==> src/rtl/spi_flash_responder.sv <==
// SPI flash-emulating slave: decodes READ (opcode + address) and streams bytes
// fetched through a req/ack memory port, prefetching one byte ahead.
`timescale 1ns/1ps
module spi_flash_responder #(
   parameter int         SYNC_STAGES = 2,
   parameter logic [7:0] READ_CMD    = 8'h03,
   parameter int         ADDR_BITS   = 24
) (
   input  logic                 clk,
   input  logic                 reset,
   input  logic                 spi_cs,
   input  logic                 spi_clk,
   input  logic                 spi_si,
   output logic                 spi_so,
   output logic                 spi_so_oe,
   output logic [ADDR_BITS-1:0] mem_addr,
   output logic                 mem_req,
   input  logic                 mem_ack,
   input  logic [7:0]           mem_data,
   output logic                 busy,
   output logic                 cmd_err,
   output logic                 underrun
);

   localparam int CW = $clog2(ADDR_BITS) + 1;

   typedef enum logic [2:0] {
      IDLE   = 3'd0,
      CMD    = 3'd1,
      ADDR   = 3'd2,
      DATA   = 3'd3,
      IGNORE = 3'd4
   } state_t;

   state_t                 state_r, next_state_s;
   logic [SYNC_STAGES-1:0] cs_sync_r, sclk_sync_r, si_sync_r;
   logic                   sclk_d_r;
   logic                   cs_s, sclk_s, si_s, rise_s, fall_s;
   logic [CW-1:0]          bit_cnt_r;
   logic [2:0]             phase_r;
   logic [ADDR_BITS-1:0]   in_sr_r;
   logic [7:0]             out_sr_r, buf_r;
   logic                   buf_full_r, req_next_r;
   logic [7:0]             cmd_byte_s;
   logic [ADDR_BITS-1:0]   addr_word_s;
   logic                   cmd_done_s, cmd_bad_s, addr_done_s;
   logic                   boundary_s, shift_s, ack_s, ack_take_s, oe_next_s;

   // Oversample the SPI pins; cs idles high so a fresh reset never sees a select
   always_ff @(posedge clk or negedge reset) begin
      if (!reset) begin
         cs_sync_r   <= '1;
         sclk_sync_r <= '0;
         si_sync_r   <= '0;
         sclk_d_r    <= 1'b0;
      end else begin
         cs_sync_r   <= {cs_sync_r[SYNC_STAGES-2:0], spi_cs};
         sclk_sync_r <= {sclk_sync_r[SYNC_STAGES-2:0], spi_clk};
         si_sync_r   <= {si_sync_r[SYNC_STAGES-2:0], spi_si};
         sclk_d_r    <= sclk_sync_r[SYNC_STAGES-1];
      end
   end

   assign cs_s   = cs_sync_r[SYNC_STAGES-1];
   assign sclk_s = sclk_sync_r[SYNC_STAGES-1];
   assign si_s   = si_sync_r[SYNC_STAGES-1];
   assign rise_s = sclk_s & ~sclk_d_r;
   assign fall_s = ~sclk_s & sclk_d_r;

   // State register
   always_ff @(posedge clk or negedge reset) begin
      if (!reset) begin
         state_r <= IDLE;
      end else begin
         state_r <= next_state_s;
      end
   end

   // Next-state decode; a deselect wins over any simultaneous clock edge
   always_comb begin
      next_state_s = state_r;
      if (cs_s) begin
         next_state_s = IDLE;
      end else begin
         case (state_r)
            IDLE:    next_state_s = CMD;
            CMD:     next_state_s = cmd_done_s ? (cmd_bad_s ? IGNORE : ADDR) : CMD;
            ADDR:    next_state_s = addr_done_s ? DATA : ADDR;
            DATA:    next_state_s = DATA;
            IGNORE:  next_state_s = IGNORE;
            default: next_state_s = IDLE;
         endcase
      end
   end

   // Per-cycle events derived from the state and the SPI strobes
   always_comb begin
      cmd_byte_s  = {in_sr_r[6:0], si_s};
      addr_word_s = {in_sr_r[ADDR_BITS-2:0], si_s};
      cmd_done_s  = !cs_s && (state_r == CMD) && rise_s && (bit_cnt_r == CW'(7));
      cmd_bad_s   = cmd_done_s && (cmd_byte_s != READ_CMD);
      addr_done_s = !cs_s && (state_r == ADDR) && rise_s && (bit_cnt_r == CW'(ADDR_BITS - 1));
      boundary_s  = !cs_s && (state_r == DATA) && fall_s && (phase_r == 3'd0);
      shift_s     = !cs_s && (state_r == DATA) && fall_s && (phase_r != 3'd0);
      ack_s       = mem_ack && mem_req;
      ack_take_s  = ack_s && !cs_s && (state_r == DATA);
      oe_next_s   = (next_state_s == DATA);
   end

   // Datapath and registered outputs; an ack outside DATA is consumed and dropped
   always_ff @(posedge clk or negedge reset) begin
      if (!reset) begin
         bit_cnt_r  <= '0;
         phase_r    <= 3'd0;
         in_sr_r    <= '0;
         out_sr_r   <= 8'h00;
         buf_r      <= 8'h00;
         buf_full_r <= 1'b0;
         req_next_r <= 1'b0;
         spi_so     <= 1'b0;
         spi_so_oe  <= 1'b0;
         mem_addr   <= '0;
         mem_req    <= 1'b0;
         busy       <= 1'b0;
         cmd_err    <= 1'b0;
         underrun   <= 1'b0;
      end else begin
         busy       <= ~cs_s;
         cmd_err    <= cmd_bad_s;
         underrun   <= 1'b0;
         spi_so_oe  <= oe_next_s;
         req_next_r <= 1'b0;
         if (ack_s) begin
            mem_req <= 1'b0;
         end
         if (cs_s) begin
            bit_cnt_r  <= '0;
            phase_r    <= 3'd0;
            buf_full_r <= 1'b0;
            out_sr_r   <= 8'h00;
            spi_so     <= 1'b0;
         end else begin
            if (rise_s && ((state_r == CMD) || (state_r == ADDR))) begin
               in_sr_r   <= addr_word_s;
               bit_cnt_r <= (cmd_done_s || addr_done_s) ? '0 : bit_cnt_r + CW'(1);
            end
            if (addr_done_s) begin
               mem_addr   <= addr_word_s;
               mem_req    <= 1'b1;
               phase_r    <= 3'd0;
               buf_full_r <= 1'b0;
            end
            if (req_next_r) begin
               mem_req <= 1'b1;
            end
            if (boundary_s) begin
               phase_r  <= 3'd1;
               mem_addr <= mem_addr + ADDR_BITS'(1);
               if (buf_full_r) begin
                  out_sr_r   <= buf_r;
                  spi_so     <= buf_r[7];
                  buf_full_r <= 1'b0;
                  mem_req    <= 1'b1;
               end else if (ack_take_s) begin
                  // Byte arrives exactly on time: bypass the buffer, refetch next clk
                  out_sr_r   <= mem_data;
                  spi_so     <= mem_data[7];
                  req_next_r <= 1'b1;
               end else begin
                  out_sr_r <= 8'hFF;
                  spi_so   <= 1'b1;
                  underrun <= 1'b1;
                  mem_req  <= 1'b1;
               end
            end else if (shift_s) begin
               phase_r  <= phase_r + 3'd1;
               out_sr_r <= {out_sr_r[6:0], 1'b0};
               spi_so   <= out_sr_r[6];
            end
            if (ack_take_s && !boundary_s) begin
               buf_r      <= mem_data;
               buf_full_r <= 1'b1;
            end
         end
      end
   end

endmodule

==> config.mk <==
export PLATFORM = sky130hd
export DESIGN_NAME = spi_flash_responder
export DESIGN_NICKNAME = d
export VERILOG_FILES = /design/src/rtl/spi_flash_responder.sv
export SDC_FILE = /design/constraint.sdc
export NUM_CORES = 1
export LEC_CHECK = 0
export CAP_MARGIN = 20
export CELL_PAD_IN_SITES_DETAIL_PLACEMENT = 1
export CELL_PAD_IN_SITES_GLOBAL_PLACEMENT = 2
export CORE_MARGIN = 2
export CORE_UTILIZATION = 25
export CTS_CLUSTER_DIAMETER = 50
export DETAILED_ROUTE_END_ITERATION = 12
export HOLD_SLACK_MARGIN = 0.08
export MAX_ROUTING_LAYER = met4
export PLACE_DENSITY = 0.59
export SYNTH_ARGS = -nofsm -noshare
export SYNTH_HDL_FRONTEND = slang
export SYNTH_SLANG_ARGS = --single-unit
==> constraint.sdc <==
create_clock -name clk -period 3 [get_ports clk]
set_input_delay 0.75 -clock clk [delete_from_list [all_inputs] [get_ports clk]]
set_output_delay 0.75 -clock clk [all_outputs]
set_load 0.005 [all_outputs]
* Yosys cells after proc, flatten, opt, wreduce, memory -nomap -nowiden *
Cells that the tools add are included.

word-level totals
  bits of input ports = 14
  flip-flop bits (word level) = 89

cells by class
  $add $sub $neg = 3
  equal/unequal tests = 8
  bitwise operators = 5
  muxes and demuxes = 44
  reduce and logical (&&, ||, !) cells = 30

operators by type and width
  cell                     number
  $mux W24                 2
  $mux W7                  5
  $mux W1                  26
  $add A24 B1 Y24 const B  1
  $mux W3                  7
  $mux W6                  3
  $logic_and A1 B1 Y1      16
  $pmux W3 S5              1
  $eq A3 B2 Y1 const B     3
  $ne A8 B2 Y1 const B     1
  $add A6 B1 Y6 const B    1
  $eq A6 B3 Y1 const B     1
  $eq A6 B5 Y1 const B     1
  $logic_not A3 Y1         2
  $reduce_and A2 Y1        3
  $reduce_bool A3 Y1       2
  $reduce_bool A2 Y1       2
  $reduce_bool A4 Y1       1
  $add A3 B1 Y3 const B    1
  $eq A3 B1 Y1 const B     1
  $eq A3 B3 Y1 const B     1
  $not A1 Y1               3
  $and A1 B1 Y1            2
  $logic_not A1 Y1         2
  $logic_or A1 B1 Y1       2

* Longest topological paths before layout *
Gate-level depths: netlist (run 1).

  depth after elaboration = 10
  mapped depth = 9
  depth with buffers taken out = 7

* Worst setup path after synthesis (run 1) *
OpenSTA, ideal clock, no wires.

  kind = flip-flop to flip-flop
  start point = reg phase_r[0]
  end point = reg mem_addr[21]
  clock period less this slack = 1.857 ns
  arrival = 1.732 ns
  library setup time = 0.125 ns
  path slack = 1.143 ns
  path buffers = 2
  stages on the path, launching flop included = 10
  cell sequence = dfrtp_1 inv_1 ha_1 nor4bb_1 and2_1 buf_2 buf_2 nand2_1 o32ai_1 nor2_1

between the ends
  cells in the longest elaborated chain, start to end = 4
  elaborated cells between the ends (all ways) = 5
  those cells by class = mux (1); reduce/logical (4)

ends and longest elaborated chain
  what                                 line  source
  from (decl)                          40    logic [2:0] phase_r;
  from (signal assigned)               176   phase_r <= phase_r + 3'd1;
  $logic_not A3 Y1 (*)                 103   boundary_s = !cs_s && (state_r == DATA) && fall_s && (phase_r == 3'd0);
  $logic_and A1 B1 Y1 (*)              103
  $reduce_bool A2 Y1 (no source line)  --
  $reduce_and A2 Y1 (no source line)   --
  to (signal assigned)                 148   mem_addr <= addr_word_s;
  to (signal assigned)                 158   mem_addr <= mem_addr + ADDR_BITS'(1);
  to (decl)                            16    output logic [ADDR_BITS-1:0] mem_addr,

Every way passes the cells marked *; elsewhere a longest branch is shown, timed or not.
A chain may end at the register's enable or synchronous reset.

* Worst setup path in the final report (run 1) *
  start point = reg phase_r[0]
  end point = reg mem_addr[7]

Same word-level chain as after synthesis.

==> implementation parameters, run 1 <==
Parameter                              Value

Global route
  Overflow after GRT    0
  Maximum number of pins on one net before global-route repair    35
  Wire length of the first global-routing pass    19.5 mm
  M3 GR Usage    3.26%
  Met2 routing resource usage after global routing    22.8%
  Layer with the highest usage after global routing    met2
  Overall fraction of global-route tracks in use    14.4%
  Number of antenna violations at the first check in global routing    0
  Met1 layer usage reported by global route    18.8%
  Vias in the first global route    3428

Die
  Placeable core region    0.0164 mm^2
  Number of primary I/O pins    44
  Die Y-Extent    133 um
  Die outline area    0.0177 mm^2
  Die width    133 um
  Effective utilization at floorplan    25.4%
  # rows    47

Synth
  Sequential element share of the synthesized area    53.6%
  Cell type with the highest aggregate area in the netlist    sky130_fd_sc_hd__dfrtp_1
  Unique cell type count in the Yosys netlist    47
  Total of flip-flops plus latches after synthesis    89
  Fraction of synthesized cell area taken by the top area cell type    52.3%
  Post-Syn Area    0.00416 mm^2
  Async S/R FF share, synth    100%
  Dominant cells by area after synthesis    sky130_fd_sc_hd__dfrtp_1, sky130_fd_sc_hd__mux2_2, sky130_fd_sc_hd__nand3_1, sky130_fd_sc_hd__a21oi_1, sky130_fd_sc_hd__nor2_1
  Synth Warn #    0
  List of most frequent post-synthesis cells    sky130_fd_sc_hd__dfrtp_1, sky130_fd_sc_hd__nand3_1, sky130_fd_sc_hd__nor2_1
  Net count after synthesis    422
  Most used flip-flop cell after synthesis    sky130_fd_sc_hd__dfrtp_1
  Post-synthesis area per instance    10.3 um^2
  Most frequent cell after synthesis    sky130_fd_sc_hd__dfrtp_1
  Post-synth EDFFs    0
  Cell count after synthesis    404

Power and ir drop
  Combinational fraction of design power    4.4%
  Relative contribution of the clock network to total power    46.1%
  Power density cells    495 mW/mm^2
  Internal power contribution    0.00200 W
  Net Sw Frac    21.8%
  P_sw    0.000558 W
  Maximum resistive drop on vdd    0.000262 V
  Leakage power summed over all cells    2.24 nW
  Power share of the sequential group    49.5%

Clock network
  Clock transition at the registers of the reported paths    0.06 ns
  TritonCTS clock tree    built
  Maximum number of buffers from clock root to sink    2
  Number of levels in the clock H-tree    3
  Clock sinks    89
  Post-cts hold buffer count    0
  Number of post-CTS setup repair buffers    0
  Worst-Skew Late Latency    0.35 ns
  Clock buffers created by TritonCTS    9
  Number of instances resized during post-cts repair    0
  Clock root buffer master    sky130_fd_sc_hd__clkbuf_16

Detailed routing
  Average vias per placed instance    4.95
  Final routed DRC violation total    0
  DRT antenna net count    0
  Number of iterations in the first detailed-routing pass    4
  First-iteration detailed-routing DRC count    122
  Via count of the routed design    3326
  Per-cell routed wire length    17.5 um
  Aggregate routed wire length    11.8 mm

Critical path
  CP Launch Type    flop
  Arrival time worst endpoint    2.63 ns
  Largest driver fanout on the critical path    19
  Critical path start-end classification    flop to flop
  Required time of the critical path    3.24 ns
  Element type at the critical path end    flop

Cells and area
  FF/Latch Area    0.00223 mm^2
  Fillers    1847
  Layout cell share with drive strength beyond 1    13.5%
  Finished Core Util    31.5%
  Layout Area Growth over Synthesis    24.3%
  NumNets Final    465
  Area of the multi-input gates    0.00181 mm^2
  Count of antenna diodes in the layout    0

Status
  Run status    finished clean

Timing
  Final count of negative-setup-slack endpoints    0
  Clock period minus final worst setup slack    2.39 ns
  Max Clock Freq    418 MHz
  Relative max-transition margin    50.3%
  Period utilization    79.8%
  Final setup TNS    0 ns
  Transition time at the pin with the least slew margin    0.738 ns
  Clock Skews    0.00534 ns
  Unrepaired setup endpoints after global routing    no
  Final hold violation count    0
  Number of max-slew violations in the final report    0

Flow run
  Maximum capacitance violations    0

Placed design
  Number of port buffers    43
  Routability congestion estimate    0.737
  Half-perimeter wire length after placement    8.15 mm

Worst hold path
  Tightest Hold Check Type    flop to flop
==> worst max-delay path: stages (launching register included) <==
cell and delay, ns:
sky130_fd_sc_hd__dfrtp_1 0.41, sky130_fd_sc_hd__inv_1 0.07, sky130_fd_sc_hd__ha_1 0.20, sky130_fd_sc_hd__nor4bb_1 0.41, sky130_fd_sc_hd__nand2_2 0.29, sky130_fd_sc_hd__nand2_2 0.46
sky130_fd_sc_hd__a21oi_1 0.15, sky130_fd_sc_hd__a311oi_1 0.29
==> cells in the final DEF (no fill, tap or decap), types with 2 or more instances in the layout <==
cell / n
sky130_fd_sc_hd__nand2_1: 35
sky130_fd_sc_hd__ha_1: 4
sky130_fd_sc_hd__and4_1: 2
sky130_fd_sc_hd__clkbuf_1: 2
sky130_fd_sc_hd__a21o_1: 2
sky130_fd_sc_hd__o32ai_1: 8
sky130_fd_sc_hd__inv_1: 10
sky130_fd_sc_hd__nor2_1: 36
sky130_fd_sc_hd__nand3_1: 37
sky130_fd_sc_hd__clkdlybuf4s50_1: 42
sky130_fd_sc_hd__buf_12: 2
sky130_fd_sc_hd__nor3_1: 8
sky130_fd_sc_hd__a211oi_1: 4
sky130_fd_sc_hd__o22ai_1: 4
sky130_fd_sc_hd__nand4_1: 6
sky130_fd_sc_hd__xnor2_1: 2
sky130_fd_sc_hd__o21ai_0: 24
sky130_fd_sc_hd__and4bb_1: 2
sky130_fd_sc_hd__mux2_2: 30
sky130_fd_sc_hd__dfrtp_1: 87
sky130_fd_sc_hd__buf_4: 7
sky130_fd_sc_hd__a311oi_1: 7
sky130_fd_sc_hd__nor4_1: 3
sky130_fd_sc_hd__clkbuf_8: 3
sky130_fd_sc_hd__xor2_1: 2
sky130_fd_sc_hd__o221ai_1: 7
sky130_fd_sc_hd__a31oi_1: 3
sky130_fd_sc_hd__and3_1: 8
sky130_fd_sc_hd__and2_1: 5
sky130_fd_sc_hd__a21oi_1: 27
sky130_fd_sc_hd__nand2_2: 2
sky130_fd_sc_hd__dfstp_2: 2
sky130_fd_sc_hd__nand2b_1: 2
sky130_fd_sc_hd__clkbuf_16: 9
==> path summary, 6_finish.rpt <==
kind                                                from                       end  slack [ns]  cells after the start
worst max-delay path              phase_r[0]$_DFFE_PN0P_   mem_addr[7]$_DFFE_PN0P_        0.61                      7
worst min-delay path            sclk_sync_r[0]$_DFF_PN0_  sclk_sync_r[1]$_DFF_PN0_        0.35                      0
worst max register to register    phase_r[0]$_DFFE_PN0P_   mem_addr[7]$_DFFE_PN0P_        0.61                      7
worst min register to register  sclk_sync_r[0]$_DFF_PN0_  sclk_sync_r[1]$_DFF_PN0_        0.35                      0
max in group asynchronous                          reset    phase_r[0]$_DFFE_PN0P_        1.98                      2
min in group asynchronous                          reset  mem_addr[10]$_DFFE_PN0P_        0.38                      1
==> area by class of cell <==
cell class                      instances  share of cell area (%)
Sequential cell                        89                    43.1
Multi-Input combinational cell        285                    34.9
Clock inverter                          2                   0.677
Timing Repair Buffer                   51                    9.91
Inverter                               11                   0.798
Tap cell                              220                    5.32
Clock buffer                           14                    5.29
==> state kept, by name, summed over array words and instances, names as in the netlist <==
name	flops
spi_so_oe	1
bit_cnt_r	6
cs_sync_r	2
sclk_sync_r	2
underrun	1
in_sr_r	23
buf_full_r	1
req_next_r	1
mem_req	1
spi_so	1
phase_r	3
state_r	3
cmd_err	1
out_sr_r	7
busy	1
mem_addr	24
si_sync_r	2
sclk_d_r	1
buf_r	8
==> power by group through the flow <==
| stage | clock network [W] | registers (W) | logic [W] |
|---|---|---|---|
| 5_1_grt | 0.00128 | 0.00127 | 0.000127 |
| 3_3_place_gp | 0 | 0.00129 | 0.000114 |
| 6_report | 0.00118 | 0.00127 | 0.000113 |
| 3_5_place_dp | 0 | 0.00129 | 0.000116 |
| 4_1_cts | 0.00123 | 0.00127 | 0.000117 |
| 2_1_floorplan | 0 | 0.00128 | 0.0000513 |
==> per-layer routing <==
layer	up-vias	share of wire, %
met4	0	1.0
met2	51	49
met5	-	0
met1	1693	47
met3	11	3.3
li1	1571	-
==> per-stage QoR <==
| stage | area (um^2) | hold WS [ns] | setup slack (ns) | std cells | total power [W] |
|---|---|---|---|---|---|
| floorplan | 4160 | 0.331 | 1.14 | 404 | 0.00133 |
| global placement | 4870 | 0.336 | 0.675 | 656 | 0.00140 |
| detailed placement | 4870 | 0.338 | 0.617 | 656 | 0.00141 |
| CTS | 5170 | 0.353 | 0.603 | 672 | 0.00261 |
| global route | 5170 | 0.361 | 0.447 | 672 | 0.00268 |
| finish | 5170 | 0.348 | 0.606 | 672 | 0.00256 |
==> logic make-up after synthesis <==
group           after synthesis  share of synthesized area, %
buf+inv                      30                          3.04
compound gates               92                          14.2
fa+ha+maj                     4                          1.20
simple gates                155                          19.0
xor+xnor                      4                         0.842
mux                          30                          8.12
flops                        89                          53.6
Note: power is estimated with default switching activity, not from simulation.
==> run 2: changes to the inputs <==
--- a/config.mk
+++ b/config.mk
@@ -14,7 +14,7 @@
 export DETAILED_ROUTE_END_ITERATION = 12
 export HOLD_SLACK_MARGIN = 0.08
 export MAX_ROUTING_LAYER = met4
-export PLACE_DENSITY = 0.59
+export PLACE_DENSITY = 0.61
 export SYNTH_ARGS = -nofsm -noshare
 export SYNTH_HDL_FRONTEND = slang
 export SYNTH_SLANG_ARGS = --single-unit
==> constraint.sdc (replaced) <==
create_clock -name clk -period 2 [get_ports clk]
set_input_delay 0.5 -clock clk [delete_from_list [all_inputs] [get_ports clk]]
set_output_delay 0.5 -clock clk [all_outputs]
set_load 0.005 [all_outputs]
==> run 2 against run 1 <==
Combinational power up 63%. Worst hold slack worse by 0.25 ns. Final cell count rose by 4.6%. Setup slack worse by 0.55 ns. Count of clock-buffer cells in the layout up 2. Non-clock buffer count grew 31. Critical path type is now flop to output pin. Critical endpoint is now mem_addr[17]. Highest routed layer unchanged.
==> implementation parameters, run 2 (synthesized netlist as in run 1, its figures left out) <==
Parameter                              Value

Status
  Run status    finished clean

Global route
  Maximum number of pins on one net before global-route repair    32 (-8.6%)
  Vias in the first global route    3820 (+11%)
  Overall fraction of global-route tracks in use    15.1% (+0.74 points)
  Overflow after GRT    0 (unchanged)
  Number of antenna violations at the first check in global routing    0 (unchanged)
  Wire length of the first global-routing pass    20.5 mm (+4.9%)

Clock network
  Worst-Skew Late Latency    0.34 ns (about the same)
  Maximum number of buffers from clock root to sink    2 (unchanged)
  Clock buffers created by TritonCTS    9 (unchanged)
  Post-cts hold buffer count    0 (unchanged)
  Clock root buffer master    sky130_fd_sc_hd__clkbuf_16
  Clock transition at the registers of the reported paths    0.06 ns (about the same)
  Number of levels in the clock H-tree    3 (unchanged)
  Clock sinks    89 (unchanged)
  TritonCTS clock tree    built
  Number of post-CTS setup repair buffers    0 (unchanged)

Detailed routing
  DRT antenna net count    0 (unchanged)
  Average vias per placed instance    4.92 (-0.53%)
  Via count of the routed design    3461 (+4.1%)
  Final routed DRC violation total    0 (unchanged)
  Aggregate routed wire length    12.2 mm (+3.3%)
  Number of iterations in the first detailed-routing pass    6 (+2)
  Per-cell routed wire length    17.3 um (-1.2%)
  First-iteration detailed-routing DRC count    123 (+0.82%)

Die
  # rows    47 (unchanged)
  Die width    133 um (unchanged)
  Placeable core region    0.0164 mm^2 (unchanged)
  Die outline area    0.0177 mm^2 (unchanged)
  Number of primary I/O pins    44 (unchanged)
  Effective utilization at floorplan    25.4% (unchanged)
  Die Y-Extent    133 um (unchanged)

Cells and area
  Max reg flops    24 (unchanged)
  Area of the multi-input gates    0.00183 mm^2 (+1.5%)
  Leading cell type in the layout, fill and taps excluded    sky130_fd_sc_hd__dfrtp_1
  Biggest registers after layout    mem_addr (24), in_sr_r (23), buf_r (8)
  Commonest cells after routing, fill and taps aside    sky130_fd_sc_hd__dfrtp_1, sky130_fd_sc_hd__clkdlybuf4s50_1, sky130_fd_sc_hd__nand3_1, sky130_fd_sc_hd__nor2_1, sky130_fd_sc_hd__buf_4
  Finished Core Util    33.1% (+1.5 points)
  Fillers    1839 (-0.43%)
  Layout Area Growth over Synthesis    30.3%
  Register name with the most flops    mem_addr
  Filler-free cell count of the finished design    703 (+4.6%)
  FF/Latch Area    0.00223 mm^2 (unchanged)
  Count of antenna diodes in the layout    0 (unchanged)
  Layout cell share with drive strength beyond 1    19.3% (+5.8 points)
  NumNets Final    496 (+6.7%)

Placed design
  Number of port buffers    43 (unchanged)
  Half-perimeter wire length after placement    8.69 mm (+6.5%)
  Routability congestion estimate    0.786 (+6.7%)
  Number of instances in the placed design    687 (+4.7%)
  Pre-CTS WS    -0.0391 ns (-0.656 ns)

Flow run
  Maximum capacitance violations    0 (unchanged)

Critical path
  Largest driver fanout on the critical path    8 (-11)
  CP top delay family    buffers and inverters
  Critical path cell sequence    clkdlybuf4s50_1
  Number of buffers and inverters on the critical path    1 (unchanged)
  Required time of the critical path    1.50 ns (-1.74 ns)
  CP Launch Type    flop
  Highest-delay cell along the critical path    sky130_fd_sc_hd__clkdlybuf4s50_1
  Critical path start-end classification    flop to output pin
  Arrival time worst endpoint    1.45 ns (-1.18 ns)
  Element type at the critical path end    output pin
  Crit path largest cell delay    0.58 ns (+0.12 ns)

Timing
  Worst Slack Setup Final    0.0529 ns (-0.553 ns)
  Number of max-slew violations in the final report    0 (unchanged)
  Final hold violation count    0 (unchanged)
  Final count of negative-setup-slack endpoints    0 (unchanged)
  Max Clock Freq    514 MHz
  Relative max-transition margin    69.6% (+19 points)
  Period utilization    97.4%
  Unrepaired setup endpoints after global routing    yes
  Transition time at the pin with the least slew margin    0.455 ns (-0.283 ns)
  Clock Skews    0.00705 ns (+0.00171 ns)
  Worst Hold Slack    0.102 ns (-0.246 ns)
  Clock period minus final worst setup slack    1.95 ns

Power and ir drop
  Pwr Total    0.00367 W (+43%)
  Leakage power summed over all cells    2.39 nW (+6.6%)
  Power density cells    677 mW/mm^2 (+37%)
  Maximum resistive drop on vdd    0.000418 V (+59%)

Worst hold path
  Tightest Hold Check Type    input port to asynchronous set/reset pin
[run 2: worst paths after layout]
check	from	end	slack, ns	cells past startpoint
setup / recovery	mem_addr[17]$_DFFE_PN0P_	mem_addr[17]	0.05	1
hold / removal	reset	mem_addr[10]$_DFFE_PN0P_	0.10	1
setup reg to reg	bit_cnt_r[0]$_DFFE_PN0P_	mem_req$_DFF_PN0_	0.11	8
hold reg to reg	sclk_sync_r[0]$_DFF_PN0_	sclk_sync_r[1]$_DFF_PN0_	0.35	0
max in group asynchronous	reset	spi_so_oe$_DFF_PN0_	1.33	2
min in group clk	sclk_sync_r[0]$_DFF_PN0_	sclk_sync_r[1]$_DFF_PN0_	0.35	0
[run 2: power by group]
part | switching (W) | leakage, nW | internal (W)
clock network | 0.000673 | 0.131 | 0.000914
logic | 0.0000909 | 1.05 | 0.0000929
registers | 0.0000486 | 1.21 | 0.00185
[run 2: through the flow]
step | instance area (um^2) | setup TNS, ns
floorplan | 4160 | 0
global placement | 5120 | -0.0344
detailed placement | 5120 | -0.258
CTS | 5410 | 0
global route | 5420 | -0.139
finish | 5420 | 0
[run 2: worst register-to-register path: cells and delay by family (launching register included)]
kind	cells	cell delay, ns
fa+ha+maj	1	0.21
buf+inv	2	0.29
compound gates	2	0.39
flops	1	0.41
simple gates	3	0.46
[run 2: layout make-up]
class,instances,area share (%)
Clock buffer,16,5.01
Inverter,11,0.761
Multi-Input combinational cell,285,33.8
Sequential cell,89,41.1
Tap cell,220,5.08
Timing Repair Buffer,82,14.2
[run 2: what timing repair did]
action | in CTS | in global routing
setup endpoints to repair | 5 | 26
cloned | 0 | 0
resized for setup | 2 | 4
pin swaps | 0 | 1
endpoints found under the hold margin | 0 | 0
[run 2: per-layer routing]
metal,GRT usage [%],vias to the layer above,wire length [um]
met2,24.9,49,5920
met5,-,-,0
met3,4.10,15,364
li1,-,1631,-
met1,18.7,1766,5740
met4,3.29,0,144
